--- src/rtl/change_dispenser.sv ---
// change_dispenser: coin-return controller on the output side of the vending
// machine. Change requests are captured on the 0 -> nonzero transition of the
// change code, queued in a small circular FIFO, and paid out one 5-unit coin at
// a time: each coin is one fixed-width hopper pulse followed by a wait for the
// drop sensor. A coin that never drops parks the block in a sticky FAULT state
// that only reset clears.
// Build option: define CHANGE_DISP_RETRY_EN to allow one extra hopper pulse per
// coin before a drop timeout is treated as a fault.

module change_dispenser #(
  parameter int PULSE_CYC   = 4,   // hopper pulse width in cycles (>= 1)
  parameter int TIMEOUT_CYC = 64,  // max WAIT cycles without a drop (>= 2)
  parameter int DEPTH       = 4    // request queue depth (power of two, >= 2)
) (
  input  logic       clk,
  input  logic       rst,
  input  logic [1:0] change,
  input  logic       coin_seen,
  output logic       hopper_on,
  output logic       busy,
  output logic       dispensed,
  output logic       q_full,
  output logic       fault
);

  localparam int PTR_W   = $clog2(DEPTH);
  localparam int CNT_W   = PTR_W + 1;
  localparam int TMR_MAX = (PULSE_CYC > TIMEOUT_CYC) ? PULSE_CYC : TIMEOUT_CYC;
  localparam int TMR_W   = $clog2(TMR_MAX);

  localparam logic [CNT_W-1:0] DEPTH_C      = CNT_W'(DEPTH);
  localparam logic [TMR_W-1:0] PULSE_LAST   = TMR_W'(PULSE_CYC - 1);
  localparam logic [TMR_W-1:0] TIMEOUT_LAST = TMR_W'(TIMEOUT_CYC - 1);

  typedef enum logic [2:0] {
    S_IDLE,
    S_PULSE,
    S_WAIT,
    S_DONE,
    S_FAULT
  } state_e;

  state_e             state_q, state_d;
  logic [1:0]         change_prev_q, change_prev_d;  // registered change code
  logic [PTR_W-1:0]   wr_ptr_q, wr_ptr_d;
  logic [PTR_W-1:0]   rd_ptr_q, rd_ptr_d;
  logic [CNT_W-1:0]   count_q, count_d;
  logic [1:0]         remaining_q, remaining_d;
  logic               pend_q, pend_d;
  logic [TMR_W-1:0]   timer_q, timer_d;
  logic               hopper_on_q, hopper_on_d;
  logic               busy_q, busy_d;
  logic               dispensed_q, dispensed_d;
  logic               q_full_q, q_full_d;
  logic               fault_q, fault_d;
`ifdef CHANGE_DISP_RETRY_EN
  logic               retry_used_q, retry_used_d;
`endif

  logic [1:0]         mem_q [DEPTH];
  logic               req_edge;
  logic               pop;
  logic               do_push;

  // Next-state logic: request capture, queue bookkeeping, payout FSM, outputs.
  always_comb begin
    // NOTE: every signal written here gets a default first, so no path through
    // the case/if tree can leave it unassigned and infer a latch.
    change_prev_d = change;
    state_d       = state_q;
    remaining_d   = remaining_q;
    pend_d        = pend_q;
    timer_d       = timer_q;
    pop           = 1'b0;
`ifdef CHANGE_DISP_RETRY_EN
    retry_used_d  = retry_used_q;
`endif

    req_edge = (change != 2'd0) && (change_prev_q == 2'd0);

    case (state_q)
      S_IDLE: begin
        if (count_q != '0) begin
          pop         = 1'b1;
          remaining_d = mem_q[rd_ptr_q];
          pend_d      = 1'b0;
          timer_d     = '0;
          state_d     = S_PULSE;
`ifdef CHANGE_DISP_RETRY_EN
          retry_used_d = 1'b0;
`endif
        end
      end
      S_PULSE: begin
        // A drop during the pulse is remembered and counted in WAIT; a second
        // drop in the same window finds pend already set and is lost.
        if (coin_seen) pend_d = 1'b1;
        if (timer_q == PULSE_LAST) begin
          timer_d = '0;
          state_d = S_WAIT;
        end else begin
          timer_d = timer_q + TMR_W'(1);
        end
      end
      S_WAIT: begin
        if (coin_seen || pend_q) begin
          pend_d  = 1'b0;
          timer_d = '0;
          if (remaining_q != 2'd0) remaining_d = remaining_q - 2'd1;
          state_d = (remaining_q <= 2'd1) ? S_DONE : S_PULSE;
`ifdef CHANGE_DISP_RETRY_EN
          retry_used_d = 1'b0;
`endif
        end else if (timer_q == TIMEOUT_LAST) begin
          timer_d = '0;
`ifdef CHANGE_DISP_RETRY_EN
          if (!retry_used_q) begin
            retry_used_d = 1'b1;
            state_d      = S_PULSE;
          end else begin
            state_d = S_FAULT;
          end
`else
          state_d = S_FAULT;
`endif
        end else begin
          timer_d = timer_q + TMR_W'(1);
        end
      end
      S_DONE:  state_d = S_IDLE;
      S_FAULT: state_d = S_FAULT;
      default: state_d = S_IDLE;
    endcase

    // A full queue only accepts a request when the head leaves on the same edge.
    do_push  = req_edge && ((count_q != DEPTH_C) || pop);
    wr_ptr_d = do_push ? wr_ptr_q + PTR_W'(1) : wr_ptr_q;
    rd_ptr_d = pop ? rd_ptr_q + PTR_W'(1) : rd_ptr_q;
    count_d  = count_q + CNT_W'(do_push) - CNT_W'(pop);

    // Outputs are decoded from next state so they leave the block as flops.
    hopper_on_d = (state_d == S_PULSE);
    busy_d      = (state_d != S_IDLE) || (count_d != '0);
    dispensed_d = (state_d == S_DONE);
    q_full_d    = (count_d == DEPTH_C);
    fault_d     = (state_d == S_FAULT);
  end

  // Control and output registers; reset stops the hopper and empties the queue.
  always_ff @(posedge clk or negedge rst) begin
    // NOTE: sequential state uses non-blocking assignments so every flop
    // samples its _d value from before the edge, regardless of statement order.
    if (!rst) begin
      state_q       <= S_IDLE;
      change_prev_q <= 2'd0;
      wr_ptr_q      <= '0;
      rd_ptr_q      <= '0;
      count_q       <= '0;
      remaining_q   <= 2'd0;
      pend_q        <= 1'b0;
      timer_q       <= '0;
      hopper_on_q   <= 1'b0;
      busy_q        <= 1'b0;
      dispensed_q   <= 1'b0;
      q_full_q      <= 1'b0;
      fault_q       <= 1'b0;
`ifdef CHANGE_DISP_RETRY_EN
      retry_used_q  <= 1'b0;
`endif
    end else begin
      state_q       <= state_d;
      change_prev_q <= change_prev_d;
      wr_ptr_q      <= wr_ptr_d;
      rd_ptr_q      <= rd_ptr_d;
      count_q       <= count_d;
      remaining_q   <= remaining_d;
      pend_q        <= pend_d;
      timer_q       <= timer_d;
      hopper_on_q   <= hopper_on_d;
      busy_q        <= busy_d;
      dispensed_q   <= dispensed_d;
      q_full_q      <= q_full_d;
      fault_q       <= fault_d;
`ifdef CHANGE_DISP_RETRY_EN
      retry_used_q  <= retry_used_d;
`endif
    end
  end

  // Queue storage: written on accepted requests only.
  always_ff @(posedge clk) begin
    // NOTE: the entries are deliberately not reset; the pointers and count are,
    // and an entry is never read before it has been written.
    if (do_push) mem_q[wr_ptr_q] <= change;
  end

  assign hopper_on = hopper_on_q;
  assign busy      = busy_q;
  assign dispensed = dispensed_q;
  assign q_full    = q_full_q;
  assign fault     = fault_q;

endmodule
--- config.mk ---
export PLATFORM = sky130hd
export DESIGN_NAME = change_dispenser
export DESIGN_NICKNAME = d
export VERILOG_FILES = /design/src/rtl/change_dispenser.sv
export SDC_FILE = /design/constraint.sdc
export NUM_CORES = 1
export LEC_CHECK = 0
export CAP_MARGIN = 25
export CELL_PAD_IN_SITES_DETAIL_PLACEMENT = 0
export CELL_PAD_IN_SITES_GLOBAL_PLACEMENT = 2
export CORE_MARGIN = 10
export CORE_UTILIZATION = 40
export CTS_BUF_LIST = sky130_fd_sc_hd__clkbuf_16
export DETAILED_ROUTE_END_ITERATION = 8
export PLACE_DENSITY = 0.86
export SYNTH_ARGS = -nofsm -noshare
export SYNTH_HDL_FRONTEND = slang
export SYNTH_SLANG_ARGS = --single-unit
--- constraint.sdc ---
create_clock -name clk -period 3.1 [get_ports clk]
set_clock_uncertainty 0.1 [all_clocks]
set_input_delay 0.31 -clock clk [delete_from_list [all_inputs] [get_ports clk]]
set_output_delay 0.31 -clock clk [all_outputs]
set_load 0.03 [all_outputs]
==> run_results.csv, run 1 <==
group,metric,value,unit
detailed_routing,wl,3320,microns
logic_synthesis,synth.net_count,163,
grt,track_usage,9.59,%
placement,preCtsSetupSlack,0.139,ns
grt,grt_first_pass_wirelength,5530,microns
cells_and_area,nNetsFinal,179,
die,die_x,85.8,microns
worst_setup_path,crit_end_category,"flop",
timing,slew_headroom,64.7,%
timing,setup_violations,0,
cells_and_area,layout_cells_sized_above_1,13.9,%
clock_network,cts.reportedPaths.clkPinSlew,0.06,ns
worst_setup_path,worst-path-max-fanout,4,
pwr,power_per_cell_area,1040,nW/um^2
grt,via_count_of_the_first_global_routing_pass,1112,
detailed_routing,viasPerCell,5.25,
worst_setup_path,cp_data_arrival_time,2.91,ns
timing,finalHoldViolCount,0,
cells_and_area,multi_input_area,776,sq um
detailed_routing,routed_wire_length_per_instance,15.5,microns
logic_synthesis,synth_edf_count,8,
timing,worstMarginPinSlew,0.527,ns
clock_network,cts.repair_timing.setup_buffer_count,0,
clock_network,cts_buffer_depth,2,
timing,timing.final.max_slew_violations,0,
cells_and_area,diodes,0,
timing,final_period_minus_worst_setup_slack,2.87,ns
logic_synthesis,postSynth.topFlopCell,"sky130_fd_sc_hd__dfrtp_1",
timing,maxClockFrequency,348,MHz
cells_and_area,layout.filler_cells,360,
detailed_routing,num_vias,1129,
cells_and_area,sequential_cell_area,891,sq um
die,core_area,4090,sq um
placement,port_bufs,9,
worst_setup_path,worst-endpoint-required,3.14,ns
detailed_routing,route.antenna.remaining_nets,0,
logic_synthesis,synth_seq_area_share,51.4,%
grt,grt.overflow.total,0,
logic_synthesis,yosysUniqueCellTypes,46,
clock_network,cts_tree,"built",
cells_and_area,final_common_cell,"sky130_fd_sc_hd__dfrtp_1",
timing,fin_tns_setup,0,ns
clock_network,cts_htree_levels,2,
logic_synthesis,post_synth.cell_area_avg,11.7,sq um
hold_path,hold_path.class,"primary input to async pin",
logic_synthesis,synth.ff_latch_count,34,
die,vertical_extent_of_the_die,85.8,microns
pwr,power_leakage,0.881,nW
logic_synthesis,ys_warn_count,0,
timing,min_period_over_period,92.6,%
die,ioPinCount,10,
job,timing.max_cap.violations,0,
grt,grt_start_max_net_pins,17,
clock_network,cts_hold_buffers,0,
cells_and_area,layout_common_cells,"26 x sky130_fd_sc_hd__dfrtp_1, 12 x sky130_fd_sc_hd__inv_1, 11 x sky130_fd_sc_hd__nand2_1",
logic_synthesis,async_flop_share,76.5,%
placement,hpwlAfterDp,2380,microns
detailed_routing,dr.pass1.iters,4,
cells_and_area,syn2layout_area_growth,20.2,%
detailed_routing,remaining_drc_errors,0,
pwr,ir_drop,0.715,mV
detailed_routing,first_iter_violations,38,
run_status,run_status,"complete, no violations",
worst_setup_path,setup.worst_path.class,"flop to flop",
clock_network,cts_num_sinks,34,
timing,rsz_0062_raised_after_global_routing,"false",
placement,routabilityCongestion,0.769,
clock_network,root_buffer,"sky130_fd_sc_hd__clkbuf_16",
clock_network,insertion_delay,0.28,ns
clock_network,cts_inserted_buffers,5,
die,initial_utilization,42.4,%
logic_synthesis,syn-cell-area,1730,sq um
clock_network,post_cts_resized,0,
logic_synthesis,synth_cells,148,
die,placementRows,23,
grt,antenna_violations_before_repair,0,
timing,fin_ws,0.228,ns
die,dieArea,7360,sq um
worst_setup_path,timing.critical_path.from_type,"flop",
-- logic make-up (layout without fill, tap and decap cells) --
family / after synthesis / count (layout) / share of synthesized area (%)
and+or+nand+nor: 52 / 52 / 17.6
muxes: 4 / 4 / 3.90
AOI/OAI and AO/OA: 28 / 28 / 13.1
buffers and inverters: 15 / 32 / 3.76
adders and majority gates: 10 / 10 / 7.66
xor gates and xnor gates: 5 / 5 / 2.53
DFF: 34 / 34 / 51.4
-- stage by stage --
| stage | util (%) | std cells | area [sq um] | total power, W | hold WS, ns |
|---|---|---|---|---|---|
| after floorplan | - | 148 | 1730 | 0.00131 | -0.0856 |
| after global placement | 46.2 | 207 | 1890 | 0.00149 | 0.383 |
| after detailed placement | 46.2 | 207 | 1890 | 0.00152 | 0.390 |
| after CTS | 50.9 | 215 | 2080 | 0.00218 | 0.295 |
| after global routing | 50.9 | 215 | 2080 | 0.00232 | 0.319 |
| final | 50.9 | 215 | 2080 | 0.00216 | 0.276 |
-- critical path, stage by stage (launching register included) --
cell and delay (ns):
sky130_fd_sc_hd__dfrtp_1 0.44, sky130_fd_sc_hd__or3_1 0.47, sky130_fd_sc_hd__and3_1 0.28, sky130_fd_sc_hd__ha_1 0.29, sky130_fd_sc_hd__inv_1 0.04, sky130_fd_sc_hd__ha_1 0.18, sky130_fd_sc_hd__fa_1 0.37, sky130_fd_sc_hd__xnor2_1 0.14
sky130_fd_sc_hd__xnor2_1 0.16, sky130_fd_sc_hd__nor3_1 0.14, sky130_fd_sc_hd__nand4bb_1 0.12
-- cells in the mapped netlist, drive strengths merged, types with 2 or more instances --
library cell,count,area [sq um]
o31ai,2,28.8
mux4,2,45.0
o21ai,9,48.8
nor2,11,43.8
and2,4,25.0
buf,2,16.3
o211ai,2,15.0
or3,3,18.8
edfxtp,8,240
nand2,11,41.3
dfrtp,26,651
nand4,2,12.5
inv,12,45.0
a22o,3,26.3
or3b,2,20.0
and3,2,12.5
nor3b,2,15.0
a21oi,4,20.0
xnor2,4,35.0
mux2,2,22.5
nor3,4,25.0
ha,9,113
nand2b,5,31.3
-- power by group --
group	leakage (nW)	internal, W	switching, W
Combinational	0.394	0.000353	0.000433
Sequential	0.393	0.000596	0.000125
Clock	0.0940	0.000462	0.000194
Total	0.881	0.00141	0.000751
-- routing by layer --
| layer | GRT usage [%] | share of wire, % | up-vias |
|---|---|---|---|
| met2 | 15.2 | 49 | 10 |
| met1 | 11.4 | 46 | 554 |
| met5 | 0 | 0 | - |
| li1 | - | - | 559 |
| met3 | 2.65 | 2.5 | 6 |
| met4 | 5.39 | 2.0 | 0 |
-- state kept, by name, indices dropped and copies added (netlist names) --
name / count
mem_q: 8
hopper_on: 1
state_q: 3
busy: 1
timer_q: 6
q_full: 1
dispensed: 1
count_q: 3
fault: 1
change_prev_q: 2
pend_q: 1
wr_ptr_q: 2
rd_ptr_q: 2
remaining_q: 2
-- final timing paths --
kind                                start             end  cells after the start  slack [ns]
min reg2reg                remaining_q[1]  remaining_q[1]                      1        0.39
max reg2reg                    count_q[0]            busy                     10        0.23
max in group asynchronous             rst      count_q[0]                      2        2.00
min in group clk           remaining_q[1]  remaining_q[1]                      1        0.39
min                                   rst           fault                      1        0.28
max                            count_q[0]            busy                     10        0.23
-- final cells by class --
cell class                      count  share of cell area [%]
Sequential cell                    34                    42.8
Multi-Input combinational cell     99                    37.3
Clock buffer                        5                    6.01
Timing Repair Buffer               12                    5.41
Clock inverter                      3                    3.31
Tap cell                           50                    3.01
Inverter                           12                    2.16
Power figures use the tool's default switching activity.
==> inputs of run 2 (changes only) <==
--- a/config.mk
+++ b/config.mk
@@ -12,7 +12,7 @@
 export CORE_UTILIZATION = 40
 export CTS_BUF_LIST = sky130_fd_sc_hd__clkbuf_16
 export DETAILED_ROUTE_END_ITERATION = 8
-export PLACE_DENSITY = 0.86
+export PLACE_DENSITY_LB_ADDON = 0.08
 export SYNTH_ARGS = -nofsm -noshare
 export SYNTH_HDL_FRONTEND = slang
 export SYNTH_SLANG_ARGS = --single-unit
==> run 2 against run 1 <==
Against the previous run:
- sequential cell count stayed put
- via count is 1.4% lower
- final cell count is 0.93% higher
- non-clock buffer count is 2 higher
- largest cell class unchanged
- first-iteration DRC count is 5.3% lower
- clock power is 13% lower
- count of clock-buffer cells in the layout stayed put
- highest routed layer unchanged
- combinational power is 3.9% higher
- hold slack better by 0.024 ns
- sequential power is 3.1% lower
- wire length is 0.72% lower
- utilization is 0.18 points lower
==> run_results.csv, run 2 (synthesis results as in run 1) <==
group,metric,value,unit
pwr,design_power_total,0.00209,W
cells_and_area,nNetsFinal,181,
hold_path,hold_path.class,"primary input to async pin",
die,ioPinCount,10,
worst_setup_path,setup.worst_path.class,"flop to flop",
worst_setup_path,timing.critical_path.slowest_stage_cell,"sky130_fd_sc_hd__or3_1",
clock_network,post_cts_resized,0,
timing,hold-worst-slack,0.300,ns
detailed_routing,route.antenna.remaining_nets,0,
worst_setup_path,cp_data_arrival_time,2.96,ns
cells_and_area,layout_common_cells,"26 x sky130_fd_sc_hd__dfrtp_1, 12 x sky130_fd_sc_hd__inv_1, 11 x sky130_fd_sc_hd__nand2_1",
timing,min_period_over_period,94.1,%
grt,grt.met1_usage,13.2,%
detailed_routing,dr.pass1.iters,4,
clock_network,cts_htree_levels,2,
timing,slew_headroom,70.7,%
worst_setup_path,path_delay_family,"simple AND/OR/NAND/NOR gates",
detailed_routing,remaining_drc_errors,0,
placement,hpwlAfterDp,2450,microns
clock_network,cts_inserted_buffers,5,
clock_network,insertion_delay,0.28,ns
clock_network,cts.repair_timing.setup_buffer_count,0,
cells_and_area,final_common_cell,"sky130_fd_sc_hd__dfrtp_1",
detailed_routing,wl,3300,microns
detailed_routing,first_iter_violations,36,
die,vertical_extent_of_the_die,85.8,microns
cells_and_area,regMostFlops,"mem_q",
placement,port_bufs,9,
grt,grt_first_pass_wirelength,5840,microns
grt,track_usage,9.81,%
die,initial_utilization,42.4,%
detailed_routing,viasPerCell,5.13,
detailed_routing,num_vias,1113,
cells_and_area,diodes,0,
clock_network,cts.reportedPaths.clkPinSlew,0.06,ns
cells_and_area,layout_cells_sized_above_1,15.6,%
pwr,seq_power_share,33.5,%
pwr,ir_drop,0.512,mV
clock_network,cts_tree,"built",
timing,rsz_0062_raised_after_global_routing,"false",
worst_setup_path,slowest_delay,0.47,ns
cells_and_area,largest_register_ff_count,8,
grt,antenna_violations_before_repair,0,
worst_setup_path,worst-path-max-fanout,4,
detailed_routing,routed_wire_length_per_instance,15.2,microns
pwr,combPwrFrac,39.1,%
timing,worstMarginPinSlew,0.438,ns
pwr,power_per_cell_area,1010,nW/um^2
timing,fin_tns_setup,0,ns
pwr,p_int,0.00134,W
grt,grt_start_max_net_pins,27,
grt,grt_most_used_layer,"met2",
clock_network,cts_hold_buffers,0,
cells_and_area,layout.filler_cells,360,
clock_network,cts_num_sinks,34,
worst_setup_path,crit_end_category,"flop",
job,timing.max_cap.violations,0,
pwr,power_leakage,0.873,nW
grt,globalRouteMet3Util,3.12,%
die,die_x,85.8,microns
cells_and_area,leading_registers_by_flop_count,"mem_q (8), timer_q (6)",
grt,via_count_of_the_first_global_routing_pass,1199,
die,dieArea,7360,sq um
cells_and_area,fin_cells,217,
die,core_area,4090,sq um
grt,use_met2,14.3,%
pwr,p_switching,0.000750,W
grt,grt.overflow.total,0,
worst_setup_path,worst-endpoint-required,3.15,ns
timing,setup_violations,0,
cells_and_area,syn2layout_area_growth,19.7,%
worst_setup_path,worstPathBufferInverterCount,1,
run_status,run_status,"complete, no violations",
worst_setup_path,worstPathCellList,"or3_1 > and3_2 > ha_1 > inv_1 > ha_1 > fa_1 > xnor2_1 > xnor2_1 > nor3_1 > nand4bb_1",
timing,maxClockFrequency,343,MHz
timing,final_period_minus_worst_setup_slack,2.92,ns
pwr,power.clock.fraction,27.4,%
placement,numPlacedInstances,209,
cells_and_area,final_core_utilization,50.7,%
timing,finalHoldViolCount,0,
clock_network,cts_buffer_depth,2,
worst_setup_path,timing.critical_path.from_type,"flop",
pwr,switching_share,36.0,%
placement,routabilityCongestion,0.752,
die,placementRows,23,
timing,timing.final.max_slew_violations,0,
clock_network,root_buffer,"sky130_fd_sc_hd__clkbuf_16",
run 2: changes by cell type in the layout (fill, tap and decap cells not counted), sizes merged:
| cell | before | now |
|---|---|---|
| buf | 3 | 5 |
| clkinvlp | 0 | 2 |
| bufinv | 2 | 1 |
| clkinv | 1 | 0 |
run 2: final cells by class:
| type | count | area (sq um) | share of cell area [%] |
|---|---|---|---|
| repair buffers | 14 | 128 | 6.16 |
| clock buffers | 5 | 125 | 6.03 |
| inverters | 12 | 45.0 | 2.17 |
| well taps | 50 | 62.6 | 3.02 |
| clock inverters | 3 | 45.0 | 2.17 |
| flip-flops and latches | 34 | 891 | 43.0 |
| multi-input cells | 99 | 777 | 37.5 |
run 2: through the flow:
stage / worst slack [ns] / cell area [sq um]
6_report: 0.182 / 2070
5_1_grt: 0.0161 / 2070
4_1_cts: 0.128 / 2070
3_5_place_dp: 0.0705 / 1900
3_3_place_gp: 0.189 / 1900
2_1_floorplan: 0.357 / 1730
run 2: final timing paths:
check                      slack, ns  cells after the start      startpoint              to
setup reg to reg                0.18                     10      count_q[0]            busy
max in group asynchronous       2.34                      2             rst      timer_q[2]
hold / removal                  0.30                      2             rst       hopper_on
hold reg to reg                 0.40                      1  remaining_q[1]  remaining_q[1]
setup / recovery                0.18                     10      count_q[0]            busy
min in group clk                0.40                      1  remaining_q[1]  remaining_q[1]
run 2: power groups by stage:
stage	logic (W)	registers, W	clock network [W]
2_1_floorplan	0.000587	0.000727	0
3_3_place_gp	0.000810	0.000703	0
3_5_place_dp	0.000823	0.000708	0
6_report	0.000817	0.000699	0.000571
4_1_cts	0.000831	0.000701	0.000586
5_1_grt	0.000928	0.000723	0.000608
run 2: worst register-to-register path: stages (launching register included):
cell	delay (ns)
sky130_fd_sc_hd__dfrtp_1	0.42
sky130_fd_sc_hd__or3_1	0.47
sky130_fd_sc_hd__and3_2	0.30
sky130_fd_sc_hd__ha_1	0.28
sky130_fd_sc_hd__inv_1	0.04
sky130_fd_sc_hd__ha_1	0.18
sky130_fd_sc_hd__fa_1	0.38
sky130_fd_sc_hd__xnor2_1	0.14
sky130_fd_sc_hd__xnor2_1	0.16
sky130_fd_sc_hd__nor3_1	0.18
sky130_fd_sc_hd__nand4bb_1	0.12
run 2: metal layers:
| metal | vias up | share of wire (%) |
|---|---|---|
| met5 | - | 0 |
| met4 | 0 | 1.2 |
| met3 | 5 | 3.0 |
| met2 | 14 | 43 |
| met1 | 533 | 53 |
| li1 | 561 | - |
==> inputs of run 3 (changes only) <==
--- a/config.mk
+++ b/config.mk
@@ -9,7 +9,7 @@
 export CELL_PAD_IN_SITES_DETAIL_PLACEMENT = 0
 export CELL_PAD_IN_SITES_GLOBAL_PLACEMENT = 2
 export CORE_MARGIN = 10
-export CORE_UTILIZATION = 40
+export CORE_UTILIZATION = 36
 export CTS_BUF_LIST = sky130_fd_sc_hd__clkbuf_16
 export DETAILED_ROUTE_END_ITERATION = 8
 export PLACE_DENSITY_LB_ADDON = 0.08
==> constraint.sdc (replaced) <==
create_clock -name clk -period 2.45 [get_ports clk]
set_clock_uncertainty 0.1 [all_clocks]
set_input_delay 0.245 -clock clk [delete_from_list [all_inputs] [get_ports clk]]
set_output_delay 0.245 -clock clk [all_outputs]
set_load 0.03 [all_outputs]
==> run 3 against run 2 <==
Against the previous run:
- the flow now finishes with violations (negative setup slack)
- sequential cell count is the same
- largest power group unchanged
- non-clock buffer count grew 15
- global-route usage grew 0.13 points
- critical endpoint is now q_full
- total power grew 42%
==> run_results.csv, run 3 (synthesis results as in run 1) <==
group,metric,value,unit
worst_setup_path,path_delay_family,"adder cells",
cells_and_area,final_common_cell,"sky130_fd_sc_hd__dfrtp_1",
worst_setup_path,timing.critical_path.from_type,"flop",
clock_network,insertion_delay,0.27,ns
cells_and_area,nNetsFinal,196,
cells_and_area,final_core_utilization,47.8,%
clock_network,cts_tree,"built",
cells_and_area,layout.filler_cells,429,
cells_and_area,diodes,0,
run_status,failed_checks,"negative setup slack",
pwr,ir_drop,0.865,mV
worst_setup_path,rr_endpoint,"q_full",
detailed_routing,routed_wire_length_per_instance,14.5,microns
worst_setup_path,crit_end_category,"flop",
grt,antenna_violations_before_repair,0,
clock_network,cts.reportedPaths.clkPinSlew,0.05,ns
timing,slew_headroom,71.8,%
worst_setup_path,timing.critical_path.slowest_stage_cell,"sky130_fd_sc_hd__or3_4",
worst_setup_path,worstPathCellList,"or3_4 > and3_4 > ha_4 > inv_2 > ha_4 > fa_2 > xnor2_2 > xnor2_2 > buf_4 > nor3b_2",
pwr,seq_power_share,29.6,%
detailed_routing,remaining_drc_errors,0,
detailed_routing,route.antenna.remaining_nets,0,
placement,preCtsSetupSlack,-0.347,ns
cells_and_area,largest_register_ff_count,8,
cells_and_area,sequential_cell_area,891,sq um
clock_network,cts_buffer_depth,2,
pwr,combPwrFrac,50.7,%
grt,grt_start_max_net_pins,27,
pwr,power_leakage,0.958,nW
worst_setup_path,setup.worst_path.class,"flop to flop",
clock_network,cts_inserted_buffers,5,
grt,via_count_of_the_first_global_routing_pass,1260,
detailed_routing,viasPerCell,4.91,
clock_network,cts_htree_levels,2,
timing,worstMarginPinSlew,0.421,ns
timing,rsz_0062_raised_after_global_routing,"true",
worst_setup_path,cp_data_arrival_time,2.61,ns
die,vertical_extent_of_the_die,89.4,microns
hold_path,hold_path.class,"primary input to async pin",
worst_setup_path,worstPathBufferInverterCount,2,
timing,finalHoldViolCount,0,
job,timing.max_cap.violations,0,
timing,maxClockFrequency,393,MHz
worst_setup_path,slowest_delay,0.39,ns
die,placementRows,25,
detailed_routing,first_iter_violations,47,
worst_setup_path,regToRegSetupSlack,-0.1,ns
grt,grt_first_pass_wirelength,6100,microns
grt,grt.overflow.total,0,
placement,hpwlAfterDp,2570,microns
pwr,p_switching,0.00106,W
clock_network,root_buffer,"sky130_fd_sc_hd__clkbuf_16",
grt,track_usage,9.94,%
die,core_area,4690,sq um
die,dieArea,7980,sq um
worst_setup_path,worst-endpoint-required,2.51,ns
detailed_routing,wl,3420,microns
clock_network,cts_num_sinks,34,
timing,setup_violations,3,
placement,port_bufs,9,
cells_and_area,layout_cells_sized_above_1,27.5,%
die,ioPinCount,10,
worst_setup_path,worst-path-max-fanout,2,
die,initial_utilization,36.9,%
pwr,p_int,0.00191,W
run_status,run_status,"finished, violations left",
timing,min_period_over_period,104,%
worst_setup_path,r2r-start,"count_q[1]",
pwr,switching_share,35.6,%
timing,timing.final.max_slew_violations,0,
worst_setup_path,ff2ff_path_depth,10,
cells_and_area,leading_registers_by_flop_count,"mem_q (8), timer_q (6)",
cells_and_area,multi_input_area,858,sq um
pwr,power_per_cell_area,1320,nW/um^2
detailed_routing,num_vias,1159,
die,die_x,89.4,microns
cells_and_area,regMostFlops,"mem_q",
timing,fin_ws,-0.0968,ns
pwr,power.clock.fraction,19.7,%
cells_and_area,layout_common_cells,"26 x sky130_fd_sc_hd__dfrtp_1, 19 x sky130_fd_sc_hd__buf_4, 11 x sky130_fd_sc_hd__inv_1, 11 x sky130_fd_sc_hd__nand2_1",
timing,final_period_minus_worst_setup_slack,2.55,ns
cells_and_area,syn2layout_area_growth,29.6,%
placement,routabilityCongestion,0.749,
detailed_routing,dr.pass1.iters,4,
[run 3: cell types whose count changed in the layout (fill, tap and decap cells not counted), sizes merged]
cell      delta
inv          +1
bufinv       -1
clkinvlp     -2
buf         +15
clkinv       +2
[run 3: worst max path at each step]
stage	cells after the start	slack (ns)	from	to
after floorplan	11	-0.24	count_q[2]	busy
after global placement	12	-0.27	change[1]	busy
after detailed placement	12	-0.35	change[1]	busy
final	10	-0.1	count_q[1]	q_full
after CTS	10	-0.15	count_q[2]	busy
after global routing	10	-0.21	count_q[2]	q_full
[run 3: worst reg2reg max path, stage by stage, from the launching register on]
cell and delay, ns:
sky130_fd_sc_hd__dfrtp_1 0.38, sky130_fd_sc_hd__or3_4 0.39, sky130_fd_sc_hd__and3_4 0.17, sky130_fd_sc_hd__ha_4 0.26, sky130_fd_sc_hd__inv_2 0.04, sky130_fd_sc_hd__ha_4 0.15, sky130_fd_sc_hd__fa_2 0.37, sky130_fd_sc_hd__xnor2_2 0.15
sky130_fd_sc_hd__xnor2_2 0.15, sky130_fd_sc_hd__buf_4 0.14, sky130_fd_sc_hd__nor3b_2 0.14
[run 3: repair_timing]
action / CTS / global route
setup endpoints to repair: 2 / 3
resized for setup: 12 / 1
pin swaps: 5 / 2
hold buffers: 0 / 0
setup buffers: 3 / 1
[run 3: cell type report]
| class | count | area share, % |
|---|---|---|
| clock buffers | 5 | 5.58 |
| clock inverters | 3 | 0.558 |
| multi-input cells | 99 | 38.3 |
| flip-flops and latches | 34 | 39.7 |
| repair buffers | 29 | 10.9 |
| inverters | 12 | 2.01 |
| well taps | 54 | 3.01 |
[run 3: metrics by stage]
step                std cells  total power [W]  area, sq um  hold WS (ns)  setup TNS [ns]
CTS                       235          0.00299         2240         0.253          -0.315
global placement          225          0.00208         2010         0.383          -0.447
finish                    236          0.00297         2240         0.243          -0.217
floorplan                 148          0.00170         1750        -0.151          -0.371
global route              236          0.00323         2240         0.273          -0.495
detailed placement        225          0.00210         2010         0.388          -0.638
[run 3: power groups by stage]
| stage | clock network (W) | logic, W | registers (W) |
|---|---|---|---|
| 2_1_floorplan | 0 | 0.000776 | 0.000921 |
| 3_3_place_gp | 0 | 0.00120 | 0.000881 |
| 3_5_place_dp | 0 | 0.00122 | 0.000887 |
| 4_1_cts | 0.000603 | 0.00150 | 0.000880 |
| 5_1_grt | 0.000630 | 0.00169 | 0.000909 |
| 6_report | 0.000583 | 0.00150 | 0.000879 |
[run 3: layer usage]
layer | vias up | part of all wire, % | GRT usage [%]
li1 | 594 | - | -
met1 | 551 | 51 | 13.4
met2 | 10 | 45 | 14.6
met3 | 4 | 3.6 | 3.37
met4 | 0 | 0.79 | 3.03
met5 | - | 0 | 0
==> RTL edit (config.mk and constraints of run 2) <==
Change the parameter `TIMEOUT_CYC` from 64 to 32.
--- a/src/rtl/change_dispenser.sv
+++ b/src/rtl/change_dispenser.sv
@@ -9,7 +9,7 @@
 
 module change_dispenser #(
   parameter int PULSE_CYC   = 4,   // hopper pulse width in cycles (>= 1)
-  parameter int TIMEOUT_CYC = 64,  // max WAIT cycles without a drop (>= 2)
+  parameter int TIMEOUT_CYC = 32,  // max WAIT cycles without a drop (>= 2)
   parameter int DEPTH       = 4    // request queue depth (power of two, >= 2)
 ) (
   input  logic       clk,
Function: no difference found for any inputs over 10 cycles, from zero or initial values and one cycle with rst low; that may be too few to reach the edited logic, so the function may still have changed.
==> RTL edit against run 2 <==
Cell area down 6.3%. Largest power group unchanged. Total power down 6.6%. Highest routed layer unchanged. Maximum frequency up 4.7%. Sequential cell count down 1. Setup slack better by 0.13 ns. Area after synthesis down 8.1%. Count of clock-buffer cells in the layout unchanged. Non-clock buffer count unchanged. Wire length down 16%. Worst hold slack better by 0.010 ns.
==> RTL edit: results (changes against run 2) <==
clk_share_pct: 8.376  # +0.17 points
place_congestion: 0.6871  # -8.6%
multi_input_cells: 82  # -17%
grt_pass1_vias: 1060  # -12%
outcome: "complete, no violations"
multi_input_area_um2: 676.9  # -13%
fin_crit_ns: 2.787  # -0.1315 ns
route.met3.wl_um: 88  # -10%
place_ws_ns: 0.2140  # +0.1435 ns
power.share.clock_pct: 27.3  # about the same
slew_headroom_pct: 75.16  # +4.5 points
power_combinational_w: 0.000710  # -13%
peakVddDrop_v: 0.0006576  # +28%
layout-drive-gt1-share_pct: 15.33  # -0.24 points
dp_hpwl_um: 2128  # -13%
critical_path_arrival_ns: 2.83  # -0.13 ns
yosys-top-cells-area: "dfrtp_1 39%, edfxtp_1 15%, ha_1 7.9%"
grt_max_degree: 26  # -3.7%
grt_pass1_wl_um: 4919  # -16%
crit_slowest_cell: "dfrtp_1"
grtUsageTotal_pct: 8.551  # -1.3 points
async_flop_share_pct: 75.76  # -0.71 points
critical-path-max-stage-delay_ns: 0.45  # -0.02 ns
cts.sinks: 33  # -2.9%
nNetsFinal: 165  # -8.8%
place_area_um2: 1779  # -6.4%
top_regs: "mem_q: 8 flops, timer_q: 5 flops"
powerDensity_nw_per_um2: 1004  # -0.24%
total_power_w: 0.001950  # -6.6%
use_met2_pct: 13.13  # -1.2 points
buffer_area_share_pct: 6.572  # +0.42 points
seq-cell-share_pct: 44.59  # +1.6 points
routedWlPerCell_um: 14.01  # -7.8%
swShare_pct: 33.15  # -2.8 points
leakagePower_nw: 0.8758  # +0.36%
use_met1_pct: 10.74  # -2.4 points
use_met3_pct: 2.930  # -0.19 points
netlist_top_cells_count: "25 x dfrtp_1, 13 x inv_1, 10 x ha_1"
placed_cells: 190  # -9.1%
inv_count: 13  # +1
drt_iter0_drc: 47  # +31%
vias_per_cell: 5.081  # -0.94%
synth.distinct_cells: 38  # -17%
dr.pass1.iters: 5  # +1
final_core_utilization_pct: 51.87  # +1.1 points
n_fill_cell: 350  # -2.8%
wl_met1_um: 1326  # -24%
path_max_fanout: 8  # +4
-- RTL edit: path summary, 6_finish.rpt --
kind	end	slack, ns	cells past startpoint
min reg2reg	remaining_q[0]	0.43	1
max in group asynchronous	fault	2.34	2
max reg2reg	busy	0.31	12
min	rd_ptr_q[0]	0.31	2
min in group clk	remaining_q[0]	0.43	1
max	busy	0.31	12
-- RTL edit: worst reg2reg max path, stage by stage (launching register included) --
cell and delay (ns):
dfrtp_1 0.45, nor3_1 0.31, nor4b_2 0.11, nor4_4 0.16, inv_1 0.07, ha_1 0.27, inv_1 0.03, ha_1 0.19
fa_1 0.40, xnor2_1 0.14, xnor2_1 0.15, nor3_1 0.16, nand4bb_1 0.12
-- RTL edit: kinds of logic (layout without fill, tap and decap cells) --
kind of cell	after synthesis	after routing	synth area share, %
muxes	4	4	4.245
xor gates and xnor gates	5	5	2.751
and+or+nand+nor	43	43	17.69
DFF	33	33	54.40
AOI/OAI and AO/OA	19	19	8.726
adders and majority gates	11	11	9.120
buffers and inverters	13	35	3.066
